$ cat src/rtl/joystick_scan_pkg.sv
// Shared types for the serial joystick chain scanner.
// Scan FSM encoding is exported so checkers can observe the current step.
package joystick_scan_pkg;

    typedef enum logic [1:0] {
        SETTLE = 2'd0,
        LOAD   = 2'd1,
        SHIFT  = 2'd2,
        COMMIT = 2'd3
    } scan_state_e;

    // Bits needed to count 0..n-1, never less than one.
    function automatic int cnt_width(input int n);
        return (n > 1) ? $clog2(n) : 1;
    endfunction

endpackage

$ cat src/rtl/joystick_scan_debounce.sv
// Per-bit debounce over a window of committed scans, plus rising-edge and frame pulses.
// A bit of joy only follows the scan when the newest DEPTH scans all agree on it.
module joystick_scan_debounce #(
    parameter int WIDTH = 16,
    parameter int DEPTH = 2
) (
    input  logic             clock,
    input  logic             reset,
    input  logic             commit,
    input  logic [WIDTH-1:0] scan,
    output logic [WIDTH-1:0] joy,
    output logic [WIDTH-1:0] joyRise,
    output logic             frame
);

    localparam int HD = (DEPTH > 1) ? DEPTH - 1 : 1;

    logic [WIDTH-1:0] hist [HD];
    logic [WIDTH-1:0] agree;
    logic [WIDTH-1:0] joy_nx;

    always_comb begin
        agree = '1;
        for (int j = 0; j < DEPTH - 1; j++) begin
            agree = agree & ~(hist[j] ^ scan);
        end
        joy_nx = (agree & scan) | (~agree & joy);
    end

    // History starts as all-released so a press needs DEPTH real scans.
    always_ff @(posedge clock or posedge reset) begin
        if (reset) begin
            joy     <= '0;
            joyRise <= '0;
            frame   <= 1'b0;
            for (int j = 0; j < HD; j++) begin
                hist[j] <= '0;
            end
        end else begin
            joyRise <= '0;
            frame   <= 1'b0;
            if (commit) begin
                joy     <= joy_nx;
                joyRise <= joy_nx & ~joy;
                frame   <= 1'b1;
                hist[0] <= scan;
                for (int j = 1; j < HD; j++) begin
                    hist[j] <= hist[j-1];
                end
            end
        end
    end

endmodule

$ cat src/rtl/joystick_scan.sv
// Scans a daisy chain of parallel-load shift registers (PADS x BITS, 1 or 2 select phases)
// one FSM step per ce tick, then hands the assembled frame to the debouncer.
module joystick_scan
    import joystick_scan_pkg::*;
#(
    parameter int PADS     = 2,
    parameter int BITS     = 8,
    parameter int PHASES   = 1,
    parameter int DEBOUNCE = 2
) (
    input  logic                          clock,
    input  logic                          reset,
    input  logic                          ce,
    output logic                          joyCk,
    output logic                          joyLd,
    output logic                          joyS,
    input  logic                          joyD,
    output logic [PADS*PHASES*BITS-1:0]   joy,
    output logic [PADS*PHASES*BITS-1:0]   joyRise,
    output logic                          frame,
    output scan_state_e                   dbg_state
);

    localparam int W  = PADS * PHASES * BITS;
    localparam int BW = cnt_width(BITS);
    localparam int PW = cnt_width(PADS);
    localparam int IW = cnt_width(W);

    scan_state_e     state, state_nx;
    logic [BW-1:0]   btn;
    logic [PW-1:0]   pad;
    logic            half;
    logic            phase;
    logic [W-1:0]    scan;
    logic [IW-1:0]   sidx;
    logic            last_bit;
    logic            more_phases;
    logic            commit;

    always_comb begin
        sidx        = IW'((int'(pad) * PHASES + int'(phase)) * BITS + int'(btn));
        last_bit    = half && (btn == BW'(BITS - 1)) && (pad == PW'(PADS - 1));
        more_phases = int'(phase) < PHASES - 1;
        commit      = ce && (state == COMMIT);
    end

    always_ff @(posedge clock or posedge reset) begin
        if (reset) begin
            state <= SETTLE;
        end else if (ce) begin
            state <= state_nx;
        end
    end

    always_comb begin
        state_nx = state;
        case (state)
            SETTLE: state_nx = LOAD;
            LOAD:   state_nx = SHIFT;
            SHIFT:  if (last_bit) state_nx = more_phases ? SETTLE : COMMIT;
            COMMIT: state_nx = SETTLE;
            default: state_nx = SETTLE;
        endcase
    end

    // joyS follows the phase register, which only moves on the way into SETTLE.
    always_comb begin
        joyLd     = 1'b1;
        joyCk     = 1'b0;
        joyS      = phase;
        dbg_state = state;
        case (state)
            LOAD:    joyLd = 1'b0;
            SHIFT:   joyCk = half;
            default: ;
        endcase
    end

    always_ff @(posedge clock or posedge reset) begin
        if (reset) begin
            btn   <= '0;
            pad   <= '0;
            half  <= 1'b0;
            phase <= 1'b0;
            scan  <= '0;
        end else if (ce) begin
            case (state)
                LOAD: begin
                    btn  <= '0;
                    pad  <= '0;
                    half <= 1'b0;
                end
                SHIFT: begin
                    if (!half) begin
                        scan[sidx] <= ~joyD;
                        half       <= 1'b1;
                    end else begin
                        half <= 1'b0;
                        if (btn == BW'(BITS - 1)) begin
                            btn <= '0;
                            pad <= (pad == PW'(PADS - 1)) ? '0 : pad + PW'(1);
                        end else begin
                            btn <= btn + BW'(1);
                        end
                        if (last_bit && more_phases) phase <= 1'b1;
                    end
                end
                COMMIT: phase <= 1'b0;
                default: ;
            endcase
        end
    end

    joystick_scan_debounce #(
        .WIDTH (W),
        .DEPTH (DEBOUNCE)
    ) u_debounce (
        .clock   (clock),
        .reset   (reset),
        .commit  (commit),
        .scan    (scan),
        .joy     (joy),
        .joyRise (joyRise),
        .frame   (frame)
    );

endmodule
$ cat config.mk
export PLATFORM = sky130hd
export DESIGN_NAME = joystick_scan
export DESIGN_NICKNAME = d
export VERILOG_FILES = /design/src/rtl/joystick_scan_pkg.sv /design/src/rtl/joystick_scan_debounce.sv /design/src/rtl/joystick_scan.sv
export SDC_FILE = /design/constraint.sdc
export NUM_CORES = 1
export LEC_CHECK = 0
export CORE_MARGIN = 8
export CORE_UTILIZATION = 40
export CTS_BUF_LIST = sky130_fd_sc_hd__clkbuf_8
export DETAILED_ROUTE_END_ITERATION = 7
export PLACE_DENSITY = 0.66
export SETUP_SLACK_MARGIN = 0.15
export SYNTH_ARGS = -nofsm -noshare
export SYNTH_HDL_FRONTEND = slang
export SYNTH_SLANG_ARGS = --single-unit
$ cat constraint.sdc
create_clock -name clock -period 3.3 [get_ports clock]
set_input_delay 0.66 -clock clock [delete_from_list [all_inputs] [get_ports clock]]
set_output_delay 0.66 -clock clock [all_outputs]
set_load 0.02 [all_outputs]
==> impl_metrics.yaml <==
run_status:
  status: "completed"
hold_path:
  hp-start: "u_debounce.joy[4]"
  min_path_type: "register to register"
  hold_depth: 1
  min_to: "u_debounce.joyRise[4]"
final_layout:
  nNetsFinal: 344
  drive_above_1_share_pct: 7.44
  final_cell_mix: "72 x dfrtp_1, 62 x o21ai_0, 40 x clkdlybuf4s50_1"
  area_growth_pct: 22.6
  antenna_cells: 0
  layout.cells.most_common: "dfrtp_1"
  stdcell_count: 438
setup_path:
  cp_max_fo: 13
  cp.required_ns: 2.64
  r2r_setup_slack_ns: 1.23
  critical_path_arrival_ns: 2.21
  reg2reg_to: "scan[2]"
  ff2ff_path_depth: 5
  crit_type: "register to output port"
  rr_startpoint: "dbg_state[0]"
  cp-start-kind: "register"
  crit_path_end_kind: "output port"
sta:
  slew_headroom_pct: 60.2
  rsz0062_at_grt: "no"
  maxSlewViolCount: 0
  whs_ns: 0.478
  fmax_mhz: 349
  layout_setup_ws_ns: 0.431
  finalCriticalPeriod_ns: 2.87
  worst_pin_slew_ns: 0.591
  fin_skew_ns: 0.00825
  finalHoldViolations: 0
  period_share_pct: 86.9
  tns_ns: 0
  finalSetupViolCount: 0
global_route:
  grt_max_degree: 73
  grt_pass1_wl_um: 9960
  grtUsageMet3_pct: 2.54
  use_met1_pct: 14.8
  overflow: 0
  busiest_layer: "met2"
  grt_pass1_vias: 2139
  grt_usage_pct: 12.1
  use_met2_pct: 19.2
  antenna_found_initial: 0
power:
  ir_worst_vdd_v: 0.000380
  p_per_area_nw_per_um2: 627
  leakage_uw: 0.00159
die:
  die_h_um: 103
  core-area_sq_um: 7570
  boundaryPins: 42
  die_width_um: 103
  die-area_sq_um: 10700
  fp-row-count: 32
  initial_core_util_pct: 40.4
flow_run:
  maxCapViolations: 0
placed_design:
  dp_slack_ns: 0.764
  gp_congestion: 0.739
  place_inst: 422
  io_buffers: 40
  dp_hpwl_um: 3770
clock_network:
  clk_pin_slew_worst_paths_ns: 0.07
  cts.htree.levels: 3
  clock_latency_ns: 0.34
  clock-sinks: 72
  cts-root-buf: "clkbuf_8"
  tritoncts: "done"
  cts_buffer_depth: 2
  cts_setup_buffers: 0
  postCtsHoldBufs: 0
  cts_resized: 0
  cts_buffers: 9
synth:
  synth.avg_cell_area_sq_um: 10.4
  syn_inst: 294
  synth.distinct_cells: 31
  synth_area_sq_um: 3060
  synth_nets: 307
  yosys.area.top_type: "dfrtp_1"
  ys_ff_latch: 72
  synth_warnings: 0
  yosys.area.top_type_share_pct: 58.9
  seq_area_frac_synth_pct: 58.9
  synth_area_leaders: "dfrtp_1 59%, o21ai_0 10%, nand2_1 3.9%"
route:
  wire_per_inst_um: 13.1
  vias_per_cell: 5.04
  routed_wl_um: 5730
  vias: 2209
  drc_errors: 0
  first_pass_iters: 4
  drtIter0Drc: 108
  ant_nets: 0
[critical path, cell delays in order (launching register included)]
cell and delay [ns]:
dfrtp_1 0.44, inv_1 0.11, ha_1 0.52, and2_1 0.20, clkdlybuf4s50_1 0.60
[worst max path at each step]
| stage | start | end | slack, ns |
|---|---|---|---|
| final | dbg_state[0] | joyCk | 0.43 |
| after global routing | dbg_state[0] | joyCk | 0.32 |
| after CTS | dbg_state[0] | joyCk | 0.39 |
| after detailed placement | ce | scan[2] | 0.76 |
| after global placement | dbg_state[0] | joyCk | 0.80 |
| after floorplan | reset | btn[0] | 0.82 |
[metal layers]
metal / wire (um) / vias up / share of wire [%]
li1: - / 1103 / -
met1: 2740 / 1069 / 48
met2: 2680 / 30 / 47
met3: 231 / 7 / 4.0
met4: 76 / 0 / 1.3
met5: 0 / - / 0
[cells in the mapped netlist (all sizes together)]
library cell and number:
mux2 1, nand2b 2, mux2i 2, conb 1
a22o 3, and4b 1, nor3 18, nand3 3
nand4b 4, and2 1, a2bb2oi 1, a21boi 2
nor2 1, nand2 33, ha 9, o41ai 2
nand4bb 1, buf 9, o31ai 14, inv 24
o21ai 65, a21oi 16, dfrtp 72, clkbuf 7
a31oi 2
[cell type report]
class	count	area, sq um
clock buffers	9	124
clock inverters	7	96.3
fillers	693	3820
inverters	24	90.1
multi-input cells	182	1080
flip-flops and latches	72	1800
well taps	102	128
repair buffers	42	428
[flip-flops by register name, summed over array words and instances, names as in the netlist]
name / cells
half: 1
dbg_state: 2
u_debounce.hist: 16
scan: 16
u_debounce.joyRise: 16
u_debounce.joy: 16
btn: 3
pad: 1
u_debounce.frame: 1
[per-stage QoR]
| stage | power, uW | instance area (sq um) | utilization, % |
|---|---|---|---|
| CTS | 2380 | 3750 | 49.6 |
| global placement | 1600 | 3530 | 46.6 |
| global route | 2490 | 3750 | 49.6 |
| finish | 2350 | 3750 | 49.6 |
| detailed placement | 1620 | 3530 | 46.6 |
| floorplan | 1460 | 3060 | - |
[report_power, final]
group | leakage (uW) | switching, uW | internal, uW
clock | 0.000101 | 330 | 425
sequential | 0.000965 | 99.6 | 974
combinational | 0.000521 | 317 | 206
[cells by family after synthesis]
group / Yosys count / share of synthesized area (%)
buffers and inverters: 40 / 5.69
AND/OR/NAND/NOR: 64 / 11.1
multiplexers: 3 / 1.02
adder cells (fa/ha/maj): 9 / 3.68
flip-flops: 72 / 58.9
AO/OA/AOI/OAI: 105 / 19.4
other: 1 / 0.123
No activity file was read; power rests on OpenSTA's default activity.
